--- src/rtl/alu_pkg.sv ---
// Shared definitions for the sequential ALU: operation codes, FSM states and flag bit positions.
package alu_pkg;

  localparam int WIDTH_DEF = 8;

  localparam logic [2:0] OP_ADD = 3'b000;
  localparam logic [2:0] OP_SUB = 3'b001;
  localparam logic [2:0] OP_AND = 3'b010;
  localparam logic [2:0] OP_OR  = 3'b011;
  localparam logic [2:0] OP_XOR = 3'b100;
  localparam logic [2:0] OP_SHL = 3'b101;
  localparam logic [2:0] OP_SHR = 3'b110;
  localparam logic [2:0] OP_MUL = 3'b111;

  typedef enum logic [0:0] {
    ST_IDLE = 1'b0,
    ST_MUL  = 1'b1
  } state_t;

  localparam int FLG_Z = 3;
  localparam int FLG_N = 2;
  localparam int FLG_C = 1;
  localparam int FLG_V = 0;

endpackage

--- src/rtl/alu_mul_seq.sv ---
// Unsigned shift-add multiplier: one partial-product step per cycle, WIDTH steps per product.
module alu_mul_seq #(
  parameter int WIDTH = 8
) (
  input  logic               clk,
  input  logic               rst,
  input  logic               i_start,
  input  logic [WIDTH-1:0]   i_a,
  input  logic [WIDTH-1:0]   i_b,
  output logic               o_busy,
  output logic               o_done,
  output logic [2*WIDTH-1:0] o_product
);

  localparam int CNT_W = $clog2(WIDTH + 1);

  logic             r_busy;
  logic [CNT_W-1:0] r_cnt;
  logic [WIDTH-1:0] r_mcand;
  logic [WIDTH-1:0] r_hi;
  logic [WIDTH-1:0] r_lo;
  logic [WIDTH:0]   w_sum;

  // The multiplier sits in r_lo and is shifted out LSB-first as product bits shift in.
  assign w_sum = {1'b0, r_hi} + (r_lo[0] ? {1'b0, r_mcand} : {(WIDTH+1){1'b0}});

  always_ff @(posedge clk) begin
    if (rst) begin
      r_busy <= 1'b0;
      r_cnt  <= '0;
    end else if (i_start) begin
      r_busy <= 1'b1;
      r_cnt  <= CNT_W'(WIDTH);
    end else if (r_busy) begin
      if (r_cnt != '0) begin
        r_cnt <= r_cnt - CNT_W'(1);
      end else begin
        r_busy <= 1'b0;
      end
    end
  end

  always_ff @(posedge clk) begin
    if (i_start) begin
      r_mcand <= i_a;
      r_hi    <= '0;
      r_lo    <= i_b;
    end else if (r_busy && (r_cnt != '0)) begin
      r_hi <= w_sum[WIDTH:1];
      r_lo <= {w_sum[0], r_lo[WIDTH-1:1]};
    end
  end

  assign o_busy    = r_busy;
  assign o_done    = r_busy && (r_cnt == '0);
  assign o_product = {r_hi, r_lo};

endmodule

--- src/rtl/alu_seq.sv ---
// Registered ALU with valid/ready handshakes; single-cycle ops complete in one edge,
// MUL runs through the shift-add sub-module while the input side is held off.
module alu_seq
  import alu_pkg::*;
#(
  parameter int WIDTH = WIDTH_DEF
) (
  input  logic             clk,
  input  logic             rst,
  input  logic             in_valid,
  output logic             in_ready,
  input  logic [WIDTH-1:0] a,
  input  logic [WIDTH-1:0] b,
  input  logic [2:0]       op,
  output logic             out_valid,
  input  logic             out_ready,
  output logic [WIDTH-1:0] f,
  output logic [WIDTH-1:0] f_hi,
  output logic [3:0]       flags
);

  localparam int SHW = $clog2(WIDTH);

  state_t             r_state;
  state_t             w_state_nxt;
  logic               r_out_valid;
  logic [WIDTH-1:0]   r_f;
  logic [WIDTH-1:0]   r_f_hi;
  logic [3:0]         r_flags;
  logic               w_accept;
  logic               w_start_mul;
  logic               w_mul_busy;
  logic               w_mul_done;
  logic [2*WIDTH-1:0] w_product;
  logic [WIDTH:0]     w_add;
  logic [WIDTH:0]     w_sub;
  logic [WIDTH-1:0]   w_f;
  logic               w_c;
  logic               w_v;
  logic [3:0]         w_flags;
  logic [3:0]         w_mul_flags;
  logic [SHW-1:0]     w_shamt;

  function automatic logic [3:0] pack_flags(input logic z, input logic n,
                                            input logic c, input logic v);
    logic [3:0] fl;
    fl        = '0;
    fl[FLG_Z] = z;
    fl[FLG_N] = n;
    fl[FLG_C] = c;
    fl[FLG_V] = v;
    return fl;
  endfunction

  assign in_ready    = !rst && (r_state == ST_IDLE) && !w_mul_busy && (!r_out_valid || out_ready);
  assign w_accept    = in_valid && in_ready;
  assign w_start_mul = w_accept && (op == OP_MUL);
  assign w_shamt     = b[SHW-1:0];

  alu_mul_seq #(.WIDTH(WIDTH)) u_mul (
    .clk       (clk),
    .rst       (rst),
    .i_start   (w_start_mul),
    .i_a       (a),
    .i_b       (b),
    .o_busy    (w_mul_busy),
    .o_done    (w_mul_done),
    .o_product (w_product)
  );

  always_comb begin
    w_add = {1'b0, a} + {1'b0, b};
    w_sub = {1'b0, a} - {1'b0, b};
    w_f   = '0;
    w_c   = 1'b0;
    w_v   = 1'b0;
    case (op)
      OP_ADD: begin
        w_f = w_add[WIDTH-1:0];
        w_c = w_add[WIDTH];
        w_v = (a[WIDTH-1] == b[WIDTH-1]) && (w_add[WIDTH-1] != a[WIDTH-1]);
      end
      OP_SUB: begin
        w_f = w_sub[WIDTH-1:0];
        w_c = w_sub[WIDTH];
        w_v = (a[WIDTH-1] != b[WIDTH-1]) && (w_sub[WIDTH-1] != a[WIDTH-1]);
      end
      OP_AND:  w_f = a & b;
      OP_OR:   w_f = a | b;
      OP_XOR:  w_f = a ^ b;
      OP_SHL:  w_f = a << w_shamt;
      OP_SHR:  w_f = a >> w_shamt;
      default: w_f = '0;
    endcase
    w_flags     = pack_flags(w_f == '0, w_f[WIDTH-1], w_c, w_v);
    w_mul_flags = pack_flags(w_product == '0, w_product[2*WIDTH-1],
                             w_product[2*WIDTH-1:WIDTH] != '0, 1'b0);
  end

  always_ff @(posedge clk) begin
    if (rst) r_state <= ST_IDLE;
    else     r_state <= w_state_nxt;
  end

  always_comb begin
    w_state_nxt = r_state;
    case (r_state)
      ST_IDLE: if (w_start_mul) w_state_nxt = ST_MUL;
      ST_MUL:  if (w_mul_done)  w_state_nxt = ST_IDLE;
      default: w_state_nxt = ST_IDLE;
    endcase
  end

  // Output register: a new single-cycle result may overwrite one being consumed in the same cycle.
  always_ff @(posedge clk) begin
    if (rst) begin
      r_out_valid <= 1'b0;
      r_f         <= '0;
      r_f_hi      <= '0;
      r_flags     <= '0;
    end else if (w_accept && !w_start_mul) begin
      r_out_valid <= 1'b1;
      r_f         <= w_f;
      r_f_hi      <= '0;
      r_flags     <= w_flags;
    end else if (w_mul_done) begin
      r_out_valid <= 1'b1;
      r_f         <= w_product[WIDTH-1:0];
      r_f_hi      <= w_product[2*WIDTH-1:WIDTH];
      r_flags     <= w_mul_flags;
    end else if (r_out_valid && out_ready) begin
      r_out_valid <= 1'b0;
    end
  end

  assign out_valid = r_out_valid;
  assign f         = r_f;
  assign f_hi      = r_f_hi;
  assign flags     = r_flags;

endmodule

--- config.mk ---
export PLATFORM = sky130hd
export DESIGN_NAME = alu_seq
export DESIGN_NICKNAME = d
export VERILOG_FILES = /design/src/rtl/alu_pkg.sv /design/src/rtl/alu_mul_seq.sv /design/src/rtl/alu_seq.sv
export SDC_FILE = /design/constraint.sdc
export NUM_CORES = 1
export LEC_CHECK = 0
export BUFFER_PORTS_ARGS = -buffer_cell sky130_fd_sc_hd__buf_4
export CAP_MARGIN = 20
export CELL_PAD_IN_SITES_DETAIL_PLACEMENT = 0
export CELL_PAD_IN_SITES_GLOBAL_PLACEMENT = 1
export CORE_UTILIZATION = 36
export CTS_CLUSTER_SIZE = 20
export DETAILED_ROUTE_END_ITERATION = 8
export PLACE_DENSITY = 0.65
export SLEW_MARGIN = 20
export SYNTH_ARGS = -nofsm -noshare
export SYNTH_HDL_FRONTEND = slang
export SYNTH_SLANG_ARGS = --single-unit
--- constraint.sdc ---
create_clock -name clk -period 3.5 [get_ports clk]
set_input_delay 0.175 -clock clk [delete_from_list [all_inputs] [get_ports clk]]
set_output_delay 0.175 -clock clk [all_outputs]
set_load 0.005 [all_outputs]
==> impl_metrics.json <==
{
  "outcome": "complete, but fails checks",
  "violations": "design-rule violations",
  "clkSinkCount": 51,
  "highest_layer": "met4",
  "finalCriticalPeriod_ns": 2.651,
  "grt_pass1_vias": 3386,
  "hpwl_um": 8445,
  "grt_antenna_before_repair": 0,
  "drc_errors": 1,
  "worst_ir_drop_vdd_uv": 163.6,
  "drt-total-wl_um": 10950,
  "start_kind": "primary input",
  "synth_area_mm2": 0.003984,
  "synthToLayoutAreaGrowth_pct": 12.59,
  "clockRootBuffer": "clkbuf_8",
  "cts_tree": "yes",
  "dieArea_mm2": 0.01149,
  "hold_viol_final": 0,
  "io_pins": 45,
  "place_congestion": 0.8781,
  "htree_num_levels": 2,
  "skew_ns": 0.007800,
  "p_per_area_mw_per_mm2": 330.6,
  "synth_edf_count": 16,
  "via_count": 3532,
  "clock_latency_ns": 0.31,
  "route.met2.wl_um": 5206,
  "worstPathMaxFanout": 23,
  "groute.usage.overall": 0.1995,
  "antenna_cells": 0,
  "die_x_um": 107.2,
  "ys_async_sr_fraction": 0,
  "ant_nets": 0,
  "clockBufferDepth": 2,
  "holdCritPathClass": "primary input to flop",
  "placed_area_mm2": 0.004390,
  "slew_headroom": 0.5207,
  "fp.dieH_um": 107.2,
  "synth_nets": 533,
  "synth_area_per_cell_um2": 8.422,
  "synth_ff_type": "dfxtp_1",
  "period_share": 0.7573,
  "worstPathArrival_ns": 2.87,
  "cp.required_ns": 3.72,
  "port_buffers": 44,
  "drt_iter0_markers": 237,
  "yosys_warnings": 0,
  "initial_utilization": 0.3691,
  "drv_cap": 0,
  "met3WireLength_um": 366,
  "m1WireLength_um": 5275,
  "grt_max_degree": 37,
  "cts_buffers": 5,
  "ff_latch_area_mm2": 0.001181,
  "cts.clk_slew.worst_paths_ns": 0.09,
  "post_cts_buffers": 0,
  "grt_overflow": 0,
  "fmax_ghz": 0.3773,
  "cts_hold_buf": 0,
  "synth-seq-cells": 51,
  "tightestPinTransition_ns": 0.7173,
  "p_leak_nw": 1.862,
  "postLayoutCellArea_mm2": 0.004486,
  "rsz0062_at_grt": "false",
  "grt_pass1_wl_um": 17910,
  "cp-end-kind": "flop",
  "viasPerCell": 5.510,
  "synthCells": 473,
  "drive_above_1_share": 0.1577,
  "drt-pass1-iter-count": 7,
  "ys_seq_area_frac": 0.2965,
  "maxSlewViolCount": 0,
  "r2r_slack_ns": 0.90,
  "multiInputGateArea_mm2": 0.002546,
  "core_mm2": 0.01079,
  "fillers": 1099,
  "yosysUniqueCellTypes": 62,
  "finalSetupViolCount": 0,
  "nets": 560,
  "routedWlPerCell_um": 17.09,
  "tns_ns": 0,
  "std_cell_rows": 38,
  "cts_resized": 0,
  "critPathKind": "primary input to flop"
}
## logic make-up after synthesis
group / after synthesis / synth area share
mux: 25 / 0.07821
flops: 51 / 0.2965
fa+ha+maj: 37 / 0.1219
buf+inv: 62 / 0.06439
compound gates: 113 / 0.1919
simple gates: 173 / 0.2208
xor+xnor: 12 / 0.02638
## metal layers
layer  GRT usage  vias to the layer above
met5           0                        -
met4     0.04012                        0
met3     0.02614                        7
met2      0.3346                       77
met1      0.2732                     1700
li1            -                     1748
## cell type report
class	count	share of cell area
multi-input combinational	360	0.5676
sequential	51	0.2633
timing repair buffer	48	0.08033
tap	140	0.03905
inverter	34	0.02845
clock buffer	7	0.01925
clock inverter	1	0.001953
## Yosys cell counts (2+ instances only)
| master | number | area share |
|---|---|---|
| mux2_2 | 9 | 0.025 |
| nand2_1 | 61 | 0.057 |
| a21oi_1 | 38 | 0.048 |
| a22oi_1 | 2 | 0.0038 |
| fa_1 | 3 | 0.015 |
| xnor2_1 | 10 | 0.022 |
| nor4_1 | 5 | 0.0079 |
| inv_2 | 2 | 0.0019 |
| or2_2 | 2 | 0.0031 |
| nor3_1 | 14 | 0.018 |
| a211oi_1 | 14 | 0.026 |
| o211ai_1 | 4 | 0.0075 |
| a311oi_1 | 5 | 0.011 |
| and2_1 | 7 | 0.011 |
| nor2b_1 | 4 | 0.0063 |
| mux2i_1 | 12 | 0.030 |
| o21bai_1 | 3 | 0.0057 |
| xor2_1 | 2 | 0.0044 |
| o21ai_0 | 16 | 0.020 |
| nor3b_1 | 7 | 0.013 |
| a221o_1 | 3 | 0.0075 |
| nand4_1 | 3 | 0.0047 |
| buf_2 | 10 | 0.013 |
| dfxtp_1 | 35 | 0.18 |
| nand4b_1 | 2 | 0.0044 |
| a221oi_1 | 3 | 0.0066 |
| o31ai_1 | 3 | 0.0057 |
| nand3b_1 | 4 | 0.0075 |
| nor3_2 | 2 | 0.0050 |
| edfxtp_1 | 16 | 0.12 |
| mux4_2 | 4 | 0.023 |
| clkbuf_1 | 14 | 0.013 |
| a21boi_0 | 2 | 0.0038 |
| nand3_1 | 11 | 0.014 |
| ha_1 | 34 | 0.11 |
| and3_1 | 8 | 0.013 |
| o32ai_1 | 3 | 0.0066 |
| inv_1 | 32 | 0.030 |
| nand2b_1 | 8 | 0.013 |
| nor2_1 | 30 | 0.028 |
| buf_1 | 2 | 0.0019 |
| a21o_1 | 4 | 0.0075 |
## critical path: stages
cell and delay, ns:
buf_4 0.26, inv_2 0.16, ha_1 0.33, a21oi_1 0.25, o211ai_1 0.19, o41ai_1 0.54
mux2i_1 0.18, xnor2_1 0.18, o311a_1 0.32, a311oi_1 0.26
## registers in the layout (all words and copies together) (netlist names)
| name | count |
|---|---|
| flags | 4 |
| u_mul.r_lo | 8 |
| u_mul.r_hi | 8 |
| r_state | 1 |
| f | 8 |
| out_valid | 1 |
| u_mul.r_cnt | 4 |
| u_mul.o_busy | 1 |
| f_hi | 8 |
| u_mul.r_mcand | 8 |
## per-stage QoR
step                      hold WS, ns  total power [W]  worst slack, ns  utilization  instances
after floorplan                0.2739        0.0009885           0.9963            -        473
after global placement         0.4111         0.001130           0.6735       0.4068        633
after detailed placement       0.4158         0.001130           0.5636       0.4068        633
after CTS                     0.08863         0.001498           0.8615       0.4156        641
after global routing          0.09041         0.001574           0.5183       0.4156        641
final                         0.09206         0.001483           0.8495       0.4156        641
## path summary, 6_finish.rpt
path / startpoint / end / depth (start not counted)
worst min-delay path: a[0] / u_mul.r_mcand[0] / 1
worst max register to register: u_mul.r_lo[0] / u_mul.r_hi[7] / 11
worst max-delay path: b[1] / flags[2] / 10
worst min register to register: f_hi[5] / f_hi[5] / 2
## placed cells by master, fill, tap and decap left out, types with 5 or more instances in the layout
cell type and count:
xnor2_1 10, and3_1 8, edfxtp_1 16, nand3_1 11, nand2b_1 8, nand2_1 61
dfxtp_1 35, o21ai_0 16, inv_1 32, a311oi_1 5, clkbuf_8 6, nor3b_1 7
nor3_1 14, and2_1 7, nor4_1 5, mux2i_1 12, buf_4 48, nor2_1 30
ha_1 34, a21oi_1 38, a211oi_1 14, mux2_2 9
## report_power, final
| group | switching, W | leakage (nW) | internal [W] |
|---|---|---|---|
| sequential | 0.0000390 | 0.431 | 0.000645 |
| combinational | 0.000245 | 1.38 | 0.000188 |
| clock | 0.000203 | 0.0484 | 0.000163 |
Power figures use the tool's default switching activity.
